## config.mk

```make
export PLATFORM = sky130hd
export DESIGN_NAME = soc_timer_mc
export DESIGN_NICKNAME = d
export VERILOG_FILES = /design/src/rtl/soc_timer_pkg.sv /design/src/rtl/soc_timer_channel.sv /design/src/rtl/soc_timer_mc.sv
export SDC_FILE = /design/constraint.sdc
export NUM_CORES = 1
export LEC_CHECK = 0
export ABC_CLOCK_PERIOD_IN_PS = 4400
export BUFFER_PORTS_ARGS = -buffer_cell sky130_fd_sc_hd__buf_2
export CAP_MARGIN = 20
export CORE_AREA = 4 4 97 99
export DETAILED_ROUTE_END_ITERATION = 16
export DIE_AREA = 0 0 101 103
export GPL_ROUTABILITY_DRIVEN = 0
export GPL_TIMING_DRIVEN = 0
export SLEW_MARGIN = 30
export SYNTH_ARGS = -nofsm -noshare
export SYNTH_HDL_FRONTEND = slang
export SYNTH_SLANG_ARGS = --single-unit
```

## constraint.sdc

```tcl
create_clock -name clk -period 4.4 [get_ports clk]
set_input_delay 0.88 -clock clk [delete_from_list [all_inputs] [get_ports clk]]
set_output_delay 0.88 -clock clk [all_outputs]
set_load 0.005 [all_outputs]
```

## src/rtl/soc_timer_pkg.sv

```systemverilog
// Shared register map and bit indices for the soc_timer_mc multi-channel timer.
package soc_timer_pkg;

  typedef enum logic [1:0] {
    REG_CTRL   = 2'd0,
    REG_LOAD   = 2'd1,
    REG_COUNT  = 2'd2,
    REG_STATUS = 2'd3
  } reg_e;

  localparam int unsigned CTRL_EN       = 0;
  localparam int unsigned CTRL_PERIODIC = 1;
  localparam int unsigned CTRL_IRQ_EN   = 2;
  localparam int unsigned STATUS_EXP    = 0;

endpackage

```

## src/rtl/soc_timer_channel.sv

```systemverilog
// One countdown channel: CTRL/LOAD/COUNT/EXP state, reload and expiry logic.
module soc_timer_channel
  import soc_timer_pkg::*;
#(
  parameter int unsigned WIDTH = 8
) (
  input  logic             clk,
  input  logic             reset_n,
  input  logic             i_tick,
  input  logic             i_wr_ctrl,
  input  logic             i_wr_load,
  input  logic             i_wr_status,
  input  logic [2:0]       i_wdata_ctrl,
  input  logic [WIDTH-1:0] i_wdata_load,
  output logic [2:0]       o_ctrl,
  output logic [WIDTH-1:0] o_load,
  output logic [WIDTH-1:0] o_count,
  output logic             o_exp,
  output logic             o_irq
);

  logic             r_en;
  logic             r_periodic;
  logic             r_irq_en;
  logic [WIDTH-1:0] r_load;
  logic [WIDTH-1:0] r_count;
  logic             r_exp;

  logic w_dis_wr;
  logic w_run;
  logic w_expire;

  // A disabling CTRL write wins over a tick on the same edge, so COUNT freezes at its current value.
  assign w_dis_wr = i_wr_ctrl & ~i_wdata_ctrl[CTRL_EN];
  assign w_run    = r_en & i_tick & ~w_dis_wr;
  assign w_expire = w_run & (r_count == '0);

  always_ff @(posedge clk or negedge reset_n) begin
    if (!reset_n) begin
      r_en       <= 1'b0;
      r_periodic <= 1'b0;
      r_irq_en   <= 1'b0;
      r_load     <= '0;
      r_count    <= '0;
      r_exp      <= 1'b0;
    end else begin
      if (w_run) begin
        if (!w_expire)       r_count <= r_count - WIDTH'(1);
        else if (r_periodic) r_count <= r_load;
        else                 r_en    <= 1'b0;
      end
      if (i_wr_ctrl) begin
        r_en       <= i_wdata_ctrl[CTRL_EN];
        r_periodic <= i_wdata_ctrl[CTRL_PERIODIC];
        r_irq_en   <= i_wdata_ctrl[CTRL_IRQ_EN];
        if (!r_en && i_wdata_ctrl[CTRL_EN]) r_count <= r_load;
      end
      if (i_wr_load) r_load <= i_wdata_load;
      if (w_expire)                                     r_exp <= 1'b1;
      else if (i_wr_status && i_wdata_ctrl[STATUS_EXP]) r_exp <= 1'b0;
    end
  end

  always_comb begin
    o_ctrl                = '0;
    o_ctrl[CTRL_EN]       = r_en;
    o_ctrl[CTRL_PERIODIC] = r_periodic;
    o_ctrl[CTRL_IRQ_EN]   = r_irq_en;
  end

  assign o_load  = r_load;
  assign o_count = r_count;
  assign o_exp   = r_exp;
  assign o_irq   = r_exp & r_irq_en;

endmodule

```

## src/rtl/soc_timer_mc.sv

```systemverilog
// Multi-channel countdown timer: bus decode, registered read mux, tick source, irq OR.
// Optional macro TIMER_PRESCALER_EN enables a free-running tick divider of ratio PRESCALE.
module soc_timer_mc
  import soc_timer_pkg::*;
#(
  parameter int unsigned WIDTH    = 8,
  parameter int unsigned NUM_CH   = 2,
  parameter int unsigned PRESCALE = 16
) (
  input  logic              clk,
  input  logic              reset_n,
  input  logic              sel,
  input  logic              wr_en,
  input  logic [7:0]        addr,
  input  logic [31:0]       wdata,
  output logic [31:0]       rdata,
  output logic [NUM_CH-1:0] irq,
  output logic              timer_interrupt,
  output logic [WIDTH-1:0]  timer_count
);

  logic             w_tick;
  logic             w_wr;
  reg_e             w_reg;
  logic [31:0]      w_rd_acc [NUM_CH+1];
  logic [WIDTH-1:0] w_count  [NUM_CH];

  assign w_wr  = sel & wr_en;
  assign w_reg = reg_e'(addr[1:0]);

`ifdef TIMER_PRESCALER_EN
  localparam int unsigned PW = (PRESCALE > 1) ? $clog2(PRESCALE) : 1;
  logic [PW-1:0] r_presc;

  always_ff @(posedge clk or negedge reset_n) begin
    if (!reset_n)                          r_presc <= '0;
    else if (r_presc == PW'(PRESCALE - 1)) r_presc <= '0;
    else                                   r_presc <= r_presc + PW'(1);
  end

  assign w_tick = (r_presc == PW'(PRESCALE - 1));
`else
  localparam int unsigned unused_prescale = PRESCALE;
  assign w_tick = 1'b1;
`endif

  assign w_rd_acc[0] = '0;

  for (genvar g = 0; g < NUM_CH; g++) begin : g_ch
    logic             w_hit;
    logic [2:0]       w_ctrl;
    logic [WIDTH-1:0] w_load;
    logic             w_exp;
    logic [31:0]      w_rd;

    assign w_hit = (addr[7:2] == 6'(g));

    soc_timer_channel #(.WIDTH(WIDTH)) u_ch (
      .clk          (clk),
      .reset_n      (reset_n),
      .i_tick       (w_tick),
      .i_wr_ctrl    (w_wr & w_hit & (w_reg == REG_CTRL)),
      .i_wr_load    (w_wr & w_hit & (w_reg == REG_LOAD)),
      .i_wr_status  (w_wr & w_hit & (w_reg == REG_STATUS)),
      .i_wdata_ctrl (wdata[2:0]),
      .i_wdata_load (wdata[WIDTH-1:0]),
      .o_ctrl       (w_ctrl),
      .o_load       (w_load),
      .o_count      (w_count[g]),
      .o_exp        (w_exp),
      .o_irq        (irq[g])
    );

    always_comb begin
      w_rd = '0;
      if (w_hit) begin
        case (w_reg)
          REG_CTRL:   w_rd[2:0]        = w_ctrl;
          REG_LOAD:   w_rd[WIDTH-1:0]  = w_load;
          REG_COUNT:  w_rd[WIDTH-1:0]  = w_count[g];
          REG_STATUS: w_rd[STATUS_EXP] = w_exp;
          default:    w_rd             = '0;
        endcase
      end
    end

    // Per-channel read data is OR-chained; only the addressed channel contributes non-zero bits.
    assign w_rd_acc[g+1] = w_rd_acc[g] | w_rd;
  end

  always_ff @(posedge clk or negedge reset_n) begin
    if (!reset_n)          rdata <= '0;
    else if (sel && !wr_en) rdata <= w_rd_acc[NUM_CH];
  end

  assign timer_interrupt = |irq;
  assign timer_count     = w_count[0];

endmodule

```

==> out/metrics.yaml, run 1 <==
run_status:
  status: "finished clean"
power_and_ir_drop:
  peakVddDrop_uv: 143
  powerDensity_mw_per_mm2: 351
  power_mw: 1.32
  leakage_nw: 1.72
synthesis:
  synth.cell_area_sq_mm: 0.00324
  synthFlopType: "dfrtp_1"
  synth.cells.most_frequent: "dfrtp_1, nand2_1, buf_4"
  synthCells: 348
  synth-edff-count: 0
  ys_async_sr_fraction_pct: 100
  synthTopCellsByArea: "dfrtp_1, buf_4, mux2_2"
  ys_seq_area_share_pct: 37.1
  ys_types: 57
  yosysTopAreaCellShare_pct: 37.1
  synth_seq_cells: 48
  yosysWarnings: 0
  synth.most_common_cell: "dfrtp_1"
  synth_area_leader_cell: "dfrtp_1"
  avgSynthCellArea_sq_um: 9.32
clock_network:
  cts_tree: "yes"
  insertion_delay_ns: 0.31
  clkSlewWorstSetupHoldPaths_ns: 0.09
  cts_num_sinks: 48
  cts_setup_buffers: 0
  cts_hold_buf: 0
  cts-resized-gates: 0
  root_buffer: "clkbuf_8"
  htree_levels: 2
  clockBufferDepth: 2
  cts_buffers: 5
timing:
  timing.final.ws_setup_ns: 1.52
  fmax_mhz: 348
  worstMarginPinSlew_ns: 1.00
  drv_slew: 0
  final-hold-violation-count: 0
  fin_skew_ns: 0.00928
  finalSetupTns_ns: 0
  min_period_ns: 2.88
  fin_crit_sh_pct: 65.3
  hold-worst-slack_ns: 0.484
  rsz0062_at_grt: "false"
  setup_violations: 0
  slew_headroom_pct: 32.8
floorplanning:
  ioPinCount: 87
  die_h_um: 103
  start_util_pct: 37.9
  dieArea_sq_mm: 0.0104
  rows: 34
  coreArea_sq_mm: 0.00855
  die_w_um: 101
worst_setup_path:
  cp_cell_sequence: "buf_2 > inv_1 > ha_1 > and3_1 > a31oi_1 > a21oi_2 > a22oi_1 > o21ai_0"
  path_class: "in2reg"
  slowest_delay_ns: 0.82
  timing.rr.end: "g_ch[1].u_ch.o_count[4]$_DFF_PN0_"
  crit_family: "compound AO/OA/AOI/OAI gates"
  worstSetupPathDepth: 8
  worstPathMaxFanout: 10
  r2r-start: "g_ch[1].u_ch.o_count[0]$_DFF_PN0_"
  r2r_slack_ns: 2.04
  critPathArrivalTime_ns: 3.05
  reg2reg_depth: 7
  cp-startpoint: "addr[0]"
  cpMaxStageDelayCell: "a31oi_1"
  critical_path_buf_inv_count: 2
  endpoint: "g_ch[0].u_ch.o_count[1]$_DFF_PN0_"
  critPathRequiredTime_ns: 4.58
  setup.worst_path.end_class: "register"
  critPathLaunchType: "input pin"
detailed_routing:
  final_antenna_net_count: 0
  drt-initial-drc-count: 223
  drc_errors: 0
  viasPerCell: 5.76
  dr.pass1.iters: 5
  vias: 3018
  wl_per_cell_um: 17.5
  routed_wl_um: 9160
cells_and_area:
  nets: 469
  final_core_util_pct: 44.1
  drive_above_1_share_pct: 25.0
  areaGrowthSynthToFinish_pct: 16.4
  n_antenna_cell: 0
placement:
  portBuffers: 37
  dp_hpwl_um: 6760
  dp_slack_ns: 1.25
grt:
  grt_pass1_vias: 2725
  grt_overflow_total: 0
  globalRouteTotalUtil_pct: 17.8
  grt_max_degree: 49
  antenna_found_initial: 0
  grt_pass1_wl_um: 14600
min_path:
  hp-class: "reg2reg"
job:
  drv_cap: 0
[state kept, by name, indices dropped and copies added (netlist names)]
| name | cells |
|---|---|
| g_ch.u_ch.o_count | 16 |
| g_ch.u_ch.o_exp | 2 |
| g_ch.u_ch.r_en | 2 |
| g_ch.u_ch.r_irq_en | 2 |
| rdata | 8 |
| g_ch.u_ch.r_periodic | 2 |
| g_ch.u_ch.o_load | 16 |
[power breakdown]
| group | internal (mW) | switching, mW |
|---|---|---|
| combinational | 0.195 | 0.226 |
| clock | 0.186 | 0.162 |
| sequential | 0.490 | 0.0631 |
[routing by layer]
| metal | track usage, % | vias to the layer above | routed length (um) |
|---|---|---|---|
| met5 | 0 | - | 0 |
| met3 | 2.30 | 18 | 711 |
| met4 | 5.83 | 0 | 189 |
| li1 | - | 1406 | - |
| met2 | 27.1 | 143 | 4050 |
| met1 | 26.2 | 1451 | 4200 |
[how the worst min path moves through the flow]
stage | from | end | cells after the start
after floorplan | g_ch[1].u_ch.r_irq_en$_DFFE_PN0N_ | g_ch[1].u_ch.r_irq_en$_DFFE_PN0N_ | 2
after global placement | rdata[0]$_DFFE_PN0P_ | rdata[0]$_DFFE_PN0P_ | 2
after detailed placement | rdata[3]$_DFFE_PN0P_ | rdata[3]$_DFFE_PN0P_ | 2
after CTS | rdata[3]$_DFFE_PN0P_ | rdata[3]$_DFFE_PN0P_ | 2
after global routing | rdata[4]$_DFFE_PN0P_ | rdata[4]$_DFFE_PN0P_ | 2
final | rdata[3]$_DFFE_PN0P_ | rdata[3]$_DFFE_PN0P_ | 2
[area by class of cell]
cell class                      instances  area [sq um]
Sequential cell                        48          1200
Clock buffer                            6          82.6
Inverter                               12          45.0
Multi-Input combinational cell        268          1810
Clock inverter                          2          38.8
Tap cell                              108           135
Fill cell                             883          4780
Timing Repair Buffer                   37           188
Buffer                                 43           269
[metrics by stage]
stage,instance area [sq um],instances
2_1_floorplan,3330,371
3_3_place_gp,3650,516
3_5_place_dp,3650,516
4_1_cts,3770,524
5_1_grt,3770,524
6_report,3770,524
[cell families after synthesis]
kind of cell / count (synthesis) / synth area share, %
other: 1 / 0.116
buffers and inverters: 55 / 9.69
AO/OA/AOI/OAI: 108 / 25.5
multiplexers: 19 / 6.45
flip-flops: 48 / 37.1
adder cells (fa/ha/maj): 10 / 3.86
AND/OR/NAND/NOR: 107 / 17.4
[worst reg2reg max path: cells and delay by family (launching register included)]
kind | cells | cell delay, ns
AOI/OAI and AO/OA | 2 | 0.31
adders and majority gates | 1 | 0.20
buffers and inverters | 1 | 0.14
DFF | 1 | 0.44
and+or+nand+nor | 3 | 1.15
[layout by cell type (no fill, tap or decap), drive strengths merged, types with 13 or more instances in the layout]
master and n:
a22oi 13, conb 24, dfrtp 48, nand2 35, mux2 15, buf 67
clkbuf 19, o21ai 22, nand3 14, nor2 17
(Power assumes the default switching activity.)
==> run 2: changes to the inputs <==
--- a/config.mk
+++ b/config.mk
@@ -5,7 +5,7 @@
 export SDC_FILE = /design/constraint.sdc
 export NUM_CORES = 1
 export LEC_CHECK = 0
-export ABC_CLOCK_PERIOD_IN_PS = 4400
+export ABC_CLOCK_PERIOD_IN_PS = 2550
 export BUFFER_PORTS_ARGS = -buffer_cell sky130_fd_sc_hd__buf_2
 export CAP_MARGIN = 20
 export CORE_AREA = 4 4 97 99
==> constraint.sdc (replaced) <==
create_clock -name clk -period 2.55 [get_ports clk]
set_input_delay 0.51 -clock clk [delete_from_list [all_inputs] [get_ports clk]]
set_output_delay 0.51 -clock clk [all_outputs]
set_load 0.005 [all_outputs]
==> run 2 against run 1 <==
Net effect:
- die area unchanged
- hold slack got worse by 0.30 ns
- combinational power increased by 73%
- total power increased by 73%
- non-clock buffer count unchanged
- sequential share of layout area decreased by 0.095 points
- critical path depth increased by 1
- routed wire length increased by 0.23%
- core utilization increased by 0.13 points
- clock skew increased by 0.0021 ns
- sequential cell count unchanged
- clock power increased by 73%
- critical path type unchanged
- largest cell class unchanged
- highest routed layer unchanged
==> out/metrics.yaml, run 2 (synthesized netlist as in run 1, its figures left out) <==
cells_and_area:
  design_area_sq_mm: 0.00378
  final_core_util_pct: 44.2
  mostFrequentLayoutCells: "dfrtp_1, buf_2, nand2_1"
  n_antenna_cell: 0
  layout_commonest_cell: "dfrtp_1"
  fillers: 882
  drive_above_1_share_pct: 25.5
  areaGrowthSynthToFinish_pct: 16.7
  nets: 469
power_and_ir_drop:
  p_sw_uw: 784
  power_mw: 2.29
  peakVddDrop_uv: 248
  powerDensity_mw_per_mm2: 605
  leakage_nw: 1.72
  pwr-share-clk_pct: 26.3
  p_int_mw: 1.50
  p_comb_share_pct: 31.8
  pwr-share-seq_pct: 41.9
  p_sw_share_pct: 34.3
worst_setup_path:
  slowest_delay_ns: 0.38
  setup.worst_path.end_class: "register"
  worstPathMaxFanout: 9
  path_class: "in2reg"
  cp_cell_sequence: "buf_2 > inv_1 > ha_1 > and3_1 > and3_1 > clkbuf_1 > a21oi_2 > a22oi_1 > o21ai_0"
  cpMaxStageDelayCell: "clkbuf_1"
  critPathArrivalTime_ns: 2.47
  critPathRequiredTime_ns: 2.73
  timing.critical_path.mode_cell: "and3_1"
  critPathLaunchType: "input pin"
clock_network:
  cts_buffers: 5
  cts_num_sinks: 48
  cts_hold_buf: 0
  insertion_delay_ns: 0.31
  cts-resized-gates: 0
  htree_levels: 2
  root_buffer: "clkbuf_8"
  clockBufferDepth: 2
  clkSlewWorstSetupHoldPaths_ns: 0.10
  cts_setup_buffers: 0
  cts_tree: "yes"
timing:
  rsz0062_at_grt: "false"
  final-hold-violation-count: 0
  fmax_mhz: 436
  fin_crit_sh_pct: 89.9
  hold-worst-slack_ns: 0.185
  min_period_ns: 2.29
  fin_skew_ns: 0.0114
  worstMarginPinSlew_ns: 0.646
  drv_slew: 0
  slew_headroom_pct: 56.5
  setup_violations: 0
detailed_routing:
  routed_wl_um: 9180
  drt-initial-drc-count: 232
  final_antenna_net_count: 0
  top_layer: "met4"
  wl_met3_um: 705
  dr.pass1.iters: 5
  viasPerCell: 5.78
  drc_errors: 0
  wl_per_cell_um: 17.5
  vias: 3028
  drt-met1-wl_um: 4210
  wl_met2_um: 4090
floorplanning:
  start_util_pct: 37.9
  ioPinCount: 87
  rows: 34
  die_h_um: 103
  dieArea_sq_mm: 0.0104
  die_w_um: 101
  coreArea_sq_mm: 0.00855
job:
  drv_cap: 0
grt:
  grt_max_degree: 49
  antenna_found_initial: 0
  globalRouteTotalUtil_pct: 17.8
  grt_pass1_vias: 2725
  grt_pass1_wl_um: 14600
  grt_overflow_total: 0
run_status:
  status: "finished clean"
placement:
  dp_hpwl_um: 6760
  portBuffers: 37
  place_area_sq_mm: 0.00365
min_path:
  hp-class: "in2async"
run 2: changes by cell type in the layout (fill, tap and decap cells not counted):
cell / change
nor3b_2: +1
a31oi_1: -1
nor3b_1: -1
a31oi_2: +1
run 2: worst paths after layout:
kind	start	endpoint	slack [ns]	cells after the start
worst max-delay path	addr[0]	g_ch[0].u_ch.o_count[1]$_DFF_PN0_	0.26	9
worst min-delay path	reset_n	g_ch[0].u_ch.o_count[6]$_DFF_PN0_	0.19	1
worst max register to register	g_ch[0].u_ch.o_count[0]$_DFF_PN0_	g_ch[0].u_ch.o_count[1]$_DFF_PN0_	0.29	7
worst min register to register	rdata[3]$_DFFE_PN0P_	rdata[3]$_DFFE_PN0P_	0.48	2
max in group asynchronous	reset_n	g_ch[0].u_ch.r_periodic$_DFFE_PN0N_	1.91	1
min in group clk	wdata[3]	g_ch[0].u_ch.o_load[3]$_DFFE_PN0P_	0.45	2
run 2: metal layers:
layer  vias to the layer above  track usage (%)
li1                       1407                -
met1                      1473             26.2
met2                       133             27.1
met3                        15             2.30
met4                         0             5.83
met5                         -                0
run 2: layout make-up:
cell class / count / area (sq um) / area share (%)
Inverter: 12 / 45.0 / 1.19
Clock inverter: 2 / 38.8 / 1.03
Buffer: 43 / 269 / 7.11
Multi-Input combinational cell: 268 / 1820 / 48.2
Sequential cell: 48 / 1200 / 31.7
Timing Repair Buffer: 37 / 188 / 4.96
Tap cell: 108 / 135 / 3.57
Clock buffer: 6 / 82.6 / 2.18
run 2: power by group through the flow:
stage               Clock [mW]  Sequential, mW  Combinational (mW)
floorplan                    0           0.936               0.538
global placement             0           0.965               0.705
global route             0.641           0.969               0.817
finish                   0.602           0.958               0.728
detailed placement           0           0.967               0.715
CTS                      0.616           0.953               0.720
run 2: metrics by stage:
step | TNS [ns] | worst slack (ns) | cells
5_1_grt | 0 | 0.0202 | 524
4_1_cts | 0 | 0.118 | 524
3_3_place_gp | -1.02 | -0.220 | 516
2_1_floorplan | 0 | 0.466 | 371
3_5_place_dp | -0.947 | -0.229 | 516
6_report | 0 | 0.257 | 524
run 2: worst max-delay path, delay by kind of cell:
family,cells,cell delay [ns]
AOI/OAI and AO/OA,3,0.60
adders and majority gates,1,0.28
buffers and inverters,3,0.61
and+or+nand+nor,2,0.47
==> run 3: changes to the inputs <==
--- a/config.mk
+++ b/config.mk
@@ -5,12 +5,13 @@
 export SDC_FILE = /design/constraint.sdc
 export NUM_CORES = 1
 export LEC_CHECK = 0
+export ABC_AREA = 1
 export ABC_CLOCK_PERIOD_IN_PS = 2550
 export BUFFER_PORTS_ARGS = -buffer_cell sky130_fd_sc_hd__buf_2
 export CAP_MARGIN = 20
-export CORE_AREA = 4 4 97 99
+export CORE_AREA = 4 4 101 103
 export DETAILED_ROUTE_END_ITERATION = 16
-export DIE_AREA = 0 0 101 103
+export DIE_AREA = 0 0 105 107
 export GPL_ROUTABILITY_DRIVEN = 0
 export GPL_TIMING_DRIVEN = 0
 export SLEW_MARGIN = 30
==> run 3 against run 2 <==
Net effect:
- sequential power is 9.6% higher
- sequential cell count unchanged
- fmax grew 21%
- non-clock buffer count shrank 6
- die area is 8.0% higher
- register-to-register slack gained 0.40 ns
- clock-buffer cell count shrank 1
- critical path type unchanged
- critical endpoint is now rdata[4]$_DFFE_PN0P_
==> out/metrics.yaml, run 3 <==
worst_setup_path:
  critPathArrivalTime_ns: 2.09
  critPathRequiredTime_ns: 2.75
  critPathLaunchType: "input pin"
  path_class: "in2reg"
  worstPathMaxFanout: 10
  setup.worst_path.end_class: "register"
  r2r_slack_ns: 0.69
synthesis:
  synth_area_leader_cell: "dfrtp_1"
  yosysWarnings: 0
  synthTopCellsByArea: "dfrtp_1, nand2_1, buf_4"
  synthFlopType: "dfrtp_1"
  synth.cell_area_sq_mm: 0.00353
  synth.cells.most_frequent: "nand2_1, nor2_1, inv_1"
  synth.most_common_cell: "nand2_1"
  ys_types: 37
  avgSynthCellArea_sq_um: 7.16
  synth_seq_cells: 48
  yosysTopAreaCellShare_pct: 34.0
  synthCells: 493
  ys_seq_area_share_pct: 34.0
  ys_async_sr_fraction_pct: 100
  synth-edff-count: 0
detailed_routing:
  final_antenna_net_count: 0
  vias: 3246
  routed_wl_um: 9130
  wl_per_cell_um: 13.6
  viasPerCell: 4.82
  drt-initial-drc-count: 243
  dr.pass1.iters: 4
  drc_errors: 0
clock_network:
  htree_levels: 2
  cts-resized-gates: 0
  root_buffer: "clkbuf_8"
  insertion_delay_ns: 0.30
  cts_tree: "yes"
  cts_hold_buf: 0
  clkSlewWorstSetupHoldPaths_ns: 0.09
  cts_num_sinks: 48
  cts_setup_buffers: 0
  clockBufferDepth: 2
  cts_buffers: 5
timing:
  final-hold-violation-count: 0
  timing.final.ws_setup_ns: 0.662
  finalSetupTns_ns: 0
  min_period_ns: 1.89
  setup_violations: 0
  slew_headroom_pct: 57.7
  drv_slew: 0
  rsz0062_at_grt: "false"
  fin_crit_sh_pct: 74.0
  fmax_mhz: 530
  worstMarginPinSlew_ns: 0.635
  fin_skew_ns: 0.00392
floorplanning:
  dieArea_sq_mm: 0.0112
  die_h_um: 107
  die_w_um: 105
  coreArea_sq_mm: 0.00920
  ioPinCount: 87
  start_util_pct: 38.4
  rows: 35
min_path:
  hp-class: "in2async"
grt:
  grt_overflow_total: 0
  grt_max_degree: 49
  grt_pass1_wl_um: 15100
  globalRouteTotalUtil_pct: 16.6
  antenna_found_initial: 0
  grt_pass1_vias: 3002
power_and_ir_drop:
  powerDensity_mw_per_mm2: 672
  leakage_nw: 2.15
  power_mw: 2.73
  peakVddDrop_uv: 222
placement:
  place_area_sq_mm: 0.00395
  portBuffers: 38
  dp_slack_ns: 0.358
  dp_hpwl_um: 7110
job:
  drv_cap: 0
cells_and_area:
  areaGrowthSynthToFinish_pct: 15.0
  drive_above_1_share_pct: 20.1
  nets: 615
  final_core_util_pct: 44.1
  mostFrequentLayoutCells: "nand2_1, nor2_1, inv_1"
  layout_commonest_cell: "nand2_1"
  n_antenna_cell: 0
  design_area_sq_mm: 0.00406
run_status:
  status: "finished clean"
==> run 3: worst paths after layout <==
kind                            depth (start not counted)                                  end                         startpoint
worst min-delay path                                    1    g_ch[1].u_ch.o_count[6]$_DFF_PN0_                            reset_n
worst max-delay path                                    9                 rdata[4]$_DFFE_PN0P_                            addr[0]
worst min register to register                          2                 rdata[0]$_DFFE_PN0P_               rdata[0]$_DFFE_PN0P_
min in group clk                                        2  g_ch[1].u_ch.r_periodic$_DFFE_PN0N_                           wdata[1]
worst max register to register                          9    g_ch[1].u_ch.o_count[3]$_DFF_PN0_  g_ch[1].u_ch.o_count[0]$_DFF_PN0_
max in group asynchronous                               1    g_ch[1].u_ch.o_count[2]$_DFF_PN0_                            reset_n
==> run 3: cell type report <==
cell class,instances,area [sq um]
flip-flops and latches,48,1200
clock buffers,5,68.8
plain buffers,36,267
multi-input cells,370,1910
clock inverters,3,42.5
fillers,954,5140
repair buffers,38,193
well taps,111,139
inverters,62,233
==> run 3: cells by family after synthesis <==
kind of cell,share of synthesized area [%]
DFF,34.0
AOI/OAI and AO/OA,14.1
buffers and inverters,14.1
xor gates and xnor gates,1.24
other,0.106
adders and majority gates,3.55
and+or+nand+nor,32.8
==> run 3: critical path, stage by stage <==
cell and delay (ns):
buf_2 0.13, inv_1 0.08, ha_1 0.26, inv_1 0.14
clkbuf_1 0.41, o22ai_1 0.17, nand2_1 0.11, nand2_1 0.09
a22o_1 0.19
==> run 3: power by group <==
| part | switching, mW | internal, mW | total [mW] |
|---|---|---|---|
| Combinational | 0.680 | 0.427 | 1.11 |
| Clock | 0.275 | 0.291 | 0.565 |
| Sequential | 0.147 | 0.905 | 1.05 |
==> run 3: layer usage <==
layer  track usage [%]  routed length (um)  vias up
li1                  -                   -     1662
met1              22.7                4330     1474
met2              26.7                4170       98
met3              2.71                 474       12
met4              5.72                 149        0
met5                 0                   0        -
==> run 3: metrics by stage <==
stage	instances	hold slack, ns
after floorplan	516	0.214
after global placement	665	0.464
after detailed placement	665	0.470
after CTS	673	0.225
after global routing	673	0.260
final	673	0.208
